`config.mk`:
```
export PLATFORM = sky130hd
export DESIGN_NAME = uart_tx
export DESIGN_NICKNAME = d
export VERILOG_FILES = /design/src/rtl/uart_pkg.sv /design/src/rtl/uart_baud_gen.sv /design/src/rtl/uart_tx.sv
export SDC_FILE = /design/constraint.sdc
export NUM_CORES = 1
export LEC_CHECK = 0
export CAP_MARGIN = 20
export CORE_MARGIN = 1
export CORE_UTILIZATION = 60
export CTS_CLUSTER_DIAMETER = 100
export CTS_CLUSTER_SIZE = 24
export DETAILED_ROUTE_END_ITERATION = 10
export DONT_BUFFER_PORTS = 1
export HOLD_SLACK_MARGIN = 0.1
export PLACE_DENSITY_LB_ADDON = 0.1
export SLEW_MARGIN = 30
export SYNTH_ARGS = -nofsm -noshare
export SYNTH_HDL_FRONTEND = slang
export SYNTH_HIERARCHICAL = 1
export SYNTH_SLANG_ARGS = --single-unit
```
`constraint.sdc`:
```
create_clock -name clk50m -period 2.5 [get_ports clk50m]
set_input_delay 0.25 -clock clk50m [delete_from_list [all_inputs] [get_ports clk50m]]
set_output_delay 0.25 -clock clk50m [all_outputs]
set_load 0.02 [all_outputs]
```
`src/rtl/uart_pkg.sv`:
```
// Shared UART definitions: transmitter state encoding and line levels.
package uart_pkg;

  typedef enum logic [2:0] {
    IDLE,
    START,
    DATA,
    PARITY,
    STOP
  } tx_state_t;

  localparam logic UART_IDLE_LEVEL  = 1'b1;
  localparam logic UART_START_LEVEL = 1'b0;
  localparam logic UART_STOP_LEVEL  = 1'b1;

endpackage

```
`src/rtl/uart_baud_gen.sv`:
```
// Baud down-counter: reloads to BITPERIOD-1 on restart and flags bit_end at zero.
module uart_baud_gen #(
  parameter int BITPERIOD = 434
) (
  input  logic clk50m,
  input  logic rst,
  input  logic restart,
  output logic bit_end
);

  localparam int CW = $clog2(BITPERIOD);

  logic [CW-1:0] cnt;

  always_ff @(posedge clk50m) begin
    if (rst) begin
      cnt <= '0;
    end else if (restart) begin
      cnt <= CW'(BITPERIOD - 1);
    end else if (cnt != '0) begin
      cnt <= cnt - 1'b1;
    end
  end

  assign bit_end = (cnt == '0);

endmodule

```
`src/rtl/uart_tx.sv`:
```
// UART transmitter: start bit, WIDTH data bits LSB-first, stop bit.
// Define UART_TX_PARITY_EN to insert an even-parity bit before the stop bit.
module uart_tx
  import uart_pkg::*;
#(
  parameter int WIDTH = 8,
  parameter int FCLK  = 50000000,
  parameter int FBAUD = 115200
) (
  input  logic             clk50m,
  input  logic             rst,
  input  logic [WIDTH-1:0] tx_data,
  input  logic             tx_valid,
  output logic             tx_ready,
  output logic             tx,
  output logic             tx_idle,
  output logic             tx_done
);

  localparam int BITPERIOD = FCLK / FBAUD;
  localparam int BCW       = (WIDTH > 1) ? $clog2(WIDTH) : 1;

  if (BITPERIOD < 2) begin : g_bad_bitperiod
    $error("uart_tx: FCLK/FBAUD must be at least 2");
  end

  tx_state_t        state;
  logic [WIDTH-1:0] shreg;
  logic [WIDTH-1:0] shreg_next;
  logic [BCW-1:0]   bit_cnt;
  logic             bit_end;
  logic             restart;
  logic             xfer;
`ifdef UART_TX_PARITY_EN
  logic             parity_bit;
`endif

  assign tx_ready   = (state == IDLE) && !rst;
  assign xfer       = tx_valid && tx_ready;
  assign shreg_next = shreg >> 1;
  // Every bit boundary, including the first one after a handshake, reloads the baud counter.
  assign restart    = xfer || ((state != IDLE) && bit_end);
  assign tx_done    = (state == STOP) && bit_end;

  uart_baud_gen #(
    .BITPERIOD(BITPERIOD)
  ) u_baud (
    .clk50m (clk50m),
    .rst    (rst),
    .restart(restart),
    .bit_end(bit_end)
  );

  always_ff @(posedge clk50m) begin
    if (rst) begin
      state   <= IDLE;
      tx      <= UART_IDLE_LEVEL;
      tx_idle <= 1'b1;
      bit_cnt <= '0;
      shreg   <= '0;
`ifdef UART_TX_PARITY_EN
      parity_bit <= 1'b0;
`endif
    end else begin
      case (state)
        IDLE: begin
          if (xfer) begin
            shreg   <= tx_data;
            tx      <= UART_START_LEVEL;
            tx_idle <= 1'b0;
            state   <= START;
`ifdef UART_TX_PARITY_EN
            parity_bit <= ^tx_data;
`endif
          end
        end
        START: begin
          if (bit_end) begin
            bit_cnt <= '0;
            tx      <= shreg[0];
            state   <= DATA;
          end
        end
        DATA: begin
          if (bit_end) begin
            if (bit_cnt == BCW'(WIDTH - 1)) begin
`ifdef UART_TX_PARITY_EN
              tx    <= parity_bit;
              state <= PARITY;
`else
              tx    <= UART_STOP_LEVEL;
              state <= STOP;
`endif
            end else begin
              bit_cnt <= bit_cnt + 1'b1;
              shreg   <= shreg_next;
              tx      <= shreg_next[0];
            end
          end
        end
`ifdef UART_TX_PARITY_EN
        PARITY: begin
          if (bit_end) begin
            tx    <= UART_STOP_LEVEL;
            state <= STOP;
          end
        end
`endif
        STOP: begin
          if (bit_end) begin
            tx      <= UART_IDLE_LEVEL;
            tx_idle <= 1'b1;
            state   <= IDLE;
          end
        end
        default: begin
          tx      <= UART_IDLE_LEVEL;
          tx_idle <= 1'b1;
          state   <= IDLE;
        end
      endcase
    end
  end

endmodule

```
== Yosys cells after proc, flatten, opt, wreduce, memory -nomap -nowiden ==
Cells that the tools add are included.
Word-level totals
  input bits: 11
  flip-flop bits (word level): 25
  memory bits (writable): 0
  latch bits: 0
  memories kept: 0
  ROM bits: 0
Cells by class
  eq/ne operators: 10
  reductions and logical operators: 20
  $add $sub $neg: 2
  div/mod/pow operators: 0
  shift-type cells: 0
  multiply operators: 0
  bitwise logic cells: 1
  $lt $le $gt $ge: 0
  mux-type cells: 22
Operator list (number)
  8-bit 2-to-1 mux: 3
  3-bit 2-to-1 mux: 7
  9-bit 2-to-1 mux: 2
  8-bit case mux with 2 select lines: 1
  2-bit != test (second input constant): 6
  3-bit case mux with 4 select lines: 1
  4-bit AND reduction: 3
  9-bit zero test: 1
  9-bit nonzero test: 1
  9-bit by 1-bit subtractor with 9-bit output (second input constant): 1
  3-bit == test (second input constant): 2
  3-bit case mux with 2 select lines: 1
  2-bit nonzero test: 3
  1-bit 2-to-1 mux: 5
  5-bit AND reduction: 1
  1-bit logical AND: 4
  1-bit case mux with 4 select lines: 1
  2-bit OR reduction: 2
  3-bit by 1-bit adder with 3-bit output (second input constant): 1
  3-bit by 1-bit == test with 1-bit output (second input constant): 1
  3-bit by 2-bit == test with 1-bit output (second input constant): 1
  3-bit zero test: 1
  1-bit case mux with 3 select lines: 1
  3-bit AND reduction: 1
  other kinds (4): 4

== Logic depth before layout (Yosys ltp) ==
  depth in word-level cells: 5
  gate-level depth with buffers: 10

== Hierarchy ==
The synthesis kept the hierarchy.
Modules (own cells, without submodules)
  uart_tx: times used 1, area an instance 888.4 µm², sequential area each 320.3 µm², cells each 109
  uart_baud_gen: times used 1, area an instance 490.5 µm², sequential area each 180.2 µm², cells each 53

== Worst setup path before layout ==
No wires, ideal clock.
  kind: flip-flop to flip-flop
  start point: reg u_baud.cnt[0]
  end point: reg u_baud.cnt[7]
  cell stages (with the launch flop): 11
  required time: 2.422 ns
  setup time: 0.078 ns
  clock period less this slack: 2.327 ns
  path slack: 0.173 ns
  data arrival time: 2.249 ns
  cells stage by stage: dfxtp_1 > inv_1 > ha_1 > nor2b_1 > nand3_2 > inv_1 > inv_1 > o21ai_0 > inv_1 > and4_1 > nor3_1
Between the ends
  word-level cells in the longest chain between the ends: 4
RTL lines
  start, declared: line uart_baud_gen.sv:13  | logic [CW-1:0] cnt;
  start signal, assigned: line uart_baud_gen.sv:19  | cnt <= CW'(BITPERIOD - 1);
  start signal, assigned: line uart_baud_gen.sv:21  | cnt <= cnt - 1'b1;
  9-bit zero test *: line uart_baud_gen.sv:25  | assign bit_end = (cnt == '0);
  named net bit_end: line uart_tx.sv:31  | logic bit_end;
  1-bit logical AND *: line uart_tx.sv:42  | assign restart = xfer || ((state != IDLE) && bit_end);
  1-bit logical OR *: line uart_tx.sv:42
  named net restart: line uart_tx.sv:32  | logic restart;
  9-bit 2-to-1 mux / 2-bit nonzero test (equally long branches)
Mark *: on every way through the listed nets, which the timed path passes. The rest lies on a longest branch. The select of a mux whose other input is x is not followed.
A chain may end at the register's enable or synchronous reset.

== Final worst setup path ==
  start point: reg u_baud.cnt[0]
  end point: out tx_done
Between the ends
  word-level cells in the longest chain between the ends: 2
RTL lines
  9-bit zero test: line uart_baud_gen.sv:25
  named net bit_end: line uart_tx.sv:31
  1-bit logical AND: line uart_tx.sv:43  | assign tx_done = (state == STOP) && bit_end;
  end, declared: line uart_tx.sv:17  | output logic tx_done
The timed path passes the listed nets, and every way through them passes these cells.

==> flow_metrics.py <==
metrics = {
    "global_routing": {
        "track_usage_pct": 24.37,
        "grt_pass1_wl_mm": 4.761,
        "grt_max_degree": 25,
        "antenna_found_initial": 0,
        "grt_pass1_vias": 1134,
        "grt_overflow_total": 0,
    },
    "placement": {
        "port_buffers": 0,
        "dpl.hpwl_mm": 1.865,
        "dpl_worst_slack_ps": 85.81,
        "routabilityCongestion": 0.8049,
    },
    "final_layout": {
        "final_util_pct": 74.64,
        "layout-drive-gt1-share_pct": 14.04,
        "area_growth_syn_to_layout_pct": 11.62,
        "fin_nets": 187,
        "diodes": 0,
        "layout_commonest_cell": "dfxtp_1",
        "final_cell_mix": "dfxtp_1, nor2_1, a21oi_1",
    },
    "worst_setup_path": {
        "path_max_fanout": 8,
        "r2r_slack_ps": 230,
        "crit_required_ps": 2250,
        "critPathArrivalTime_ps": 2030,
        "critPathKind": "flop to output pin",
        "start_kind": "flop",
        "critPathCaptureType": "output pin",
    },
    "drt": {
        "drtIter0Drc": 35,
        "drc": 0,
        "vias": 1205,
        "ant_nets": 0,
        "wire_per_inst_um": 14.15,
        "drt_pass1_iterations": 4,
        "wirelength_mm": 2.801,
        "via_per_inst": 6.086,
    },
    "synthesis": {
        "synth_nets": 177,
        "synth_top_family_by_area": "simple AND/OR/NAND/NOR gates",
        "ys_warn_count": 6,
        "synth-xor-area-share_pct": 1.906,
        "avgSynthCellArea_um2": 8.511,
        "synth_fa_ha_area_share_pct": 3.630,
        "synth_compound_area_share_pct": 21.87,
        "yosysSeqAreaShare_pct": 36.30,
        "synthDistinctLibCells": 40,
        "synth-simple-area-share_pct": 27.59,
        "synth-seq-cells": 25,
        "netlist_area_mm2": 0.001379,
        "postSynthCellCount": 162,
        "synthMuxAreaShare_pct": 4.356,
    },
    "clock_tree": {
        "cts_tree": "done",
        "clock-root-buffer": "clkbuf_4",
        "path_clk_slew_ps": 140,
        "clock-sinks": 25,
        "cts_buffers": 3,
        "insertion_delay_ps": 310,
        "htree_levels": 1,
        "clockBufferDepth": 2,
        "cts_setup_buffers": 0,
    },
    "floorplanning": {
        "die_y_um": 49.94,
        "fp.coreArea_mm2": 0.002062,
        "initial_core_util_pct": 66.87,
        "die_w_um": 49.94,
        "dieArea_mm2": 0.002494,
        "pin_count": 15,
        "rows": 16,
    },
    "pwr": {
        "p_leak_nw": 0.5792,
        "finalPower_mw": 1.697,
        "p_per_area_mw_per_mm2": 1103,
        "peakVddDrop_uv": 638.4,
    },
    "worst_hold_path": {
        "hp-class": "input pin to flop",
    },
    "sta": {
        "worst_slack_ps": 223.6,
        "fmax_mhz": 439.3,
        "slew_headroom_pct": 62.62,
        "worst_clock_skew_ps": 8.135,
        "rsz0062_at_grt": "false",
        "period_share_pct": 91.06,
        "tightest_slew_ps": 558.6,
        "hold_ws_ps": 114.4,
        "setup_violations": 0,
        "report.final.slew_viol_count": 0,
        "post-route-min-period_ps": 2276,
        "hold_viol_final": 0,
        "setup_tns_ps": 0,
    },
    "outcome": {
        "status": "complete, no violations",
    },
    "flow_run": {
        "maxCapViolCount": 0,
    },
}
==> sequential cells by signal (all words and copies together) (netlist names) <==
register	cells
bit_cnt	3
shreg	8
state	3
tx	1
tx_idle	1
u_baud/cnt	9
==> what timing repair did <==
| item | in CTS | in global routing |
|---|---|---|
| hold buffers | 7 | 1 |
| hold endpoints to repair | 24 | 1 |
| setup endpoints to repair | 0 | 13 |
| resized for setup | 0 | 2 |
==> metrics by stage <==
stage	instances	cell area, um2
after detailed placement	186	1429
final	198	1539
after global routing	198	1539
after CTS	197	1526
after global placement	186	1429
after floorplan	162	1379
==> power by group <==
part           switching, mW  internal, mW  total [mW]
clock                  0.114        0.0596       0.174
sequential             0.165         0.510       0.675
combinational          0.443         0.406       0.848
total                  0.722         0.975        1.70
==> kinds of logic after synthesis <==
family                   count (synthesis)
flip-flops                              25
XOR/XNOR                                 3
AO/OA/AOI/OAI                           40
adder cells (fa/ha/maj)                  4
multiplexers                             6
buffers and inverters                   14
AND/OR/NAND/NOR                         70
==> metal layers <==
layer | wire length [um] | track usage, % | share of wire [%]
met5 | 0 | 0 | 0
met4 | 12 | 5.714 | 0.43
met3 | 102 | 3.395 | 3.6
met2 | 1356 | 42.12 | 48
met1 | 1329 | 31.69 | 47
==> worst max-delay path: stages (launching register included) <==
cell     delay (ps)
dfxtp_1         360
inv_1            90
ha_1            180
nor2b_4         230
nand3_2         150
inv_1           220
inv_1           130
nor3_1          200
buf_4           170
==> synth_stat cells (all sizes together) <==
| master | instances | area share (%) |
|---|---|---|
| o211ai | 1 | 0.54 |
| clkbuf | 7 | 1.9 |
| nand2b | 4 | 1.8 |
| a22oi | 2 | 1.1 |
| a21oi | 14 | 5.1 |
| xnor2 | 3 | 1.9 |
| nor2 | 20 | 5.6 |
| and2b | 1 | 0.54 |
| a311oi | 6 | 4.3 |
| nor2b | 4 | 1.8 |
| buf | 2 | 1.1 |
| a21boi | 1 | 0.54 |
| or3b | 2 | 1.5 |
| inv | 5 | 1.4 |
| or4 | 1 | 0.82 |
| o21ai | 6 | 2.2 |
| a211oi | 6 | 4.0 |
| and4 | 1 | 0.64 |
| or2 | 2 | 0.91 |
| nand3 | 9 | 3.6 |
| nor3 | 8 | 2.9 |
| a221oi | 1 | 1.9 |
| nand2 | 11 | 3.0 |
| dfxtp | 25 | 36 |
| a2111oi | 1 | 1.1 |
| or2b | 1 | 0.54 |
| ha | 4 | 3.6 |
| or3 | 1 | 0.45 |
| a31oi | 1 | 0.45 |
| a221o | 1 | 0.73 |
| nor3b | 1 | 0.54 |
| mux2i | 6 | 4.4 |
| nor4 | 4 | 2.9 |
==> path summary, 6_finish.rpt <==
check,from,to,depth (start not counted)
min reg2reg,shreg[7]$_SDFFE_PP0P_,shreg[7]$_SDFFE_PP0P_,2
min,rst,state[2]$_SDFFE_PP0P_,3
max reg2reg,u_baud/cnt[0]$_SDFFE_PP0P_,shreg[1]$_SDFFE_PP0P_,10
max,u_baud/cnt[0]$_SDFFE_PP0P_,tx_done,8
==> area by class of cell <==
type,instances,area (um2)
Sequential cell,25,500.5
Timing Repair Buffer,14,132.6
Clock inverter,1,5.005
Inverter,5,18.77
Fill cell,156,523.0
Tap cell,27,33.78
Multi-Input combinational cell,123,825.8
Clock buffer,3,22.52
(Power assumes the default switching activity.)
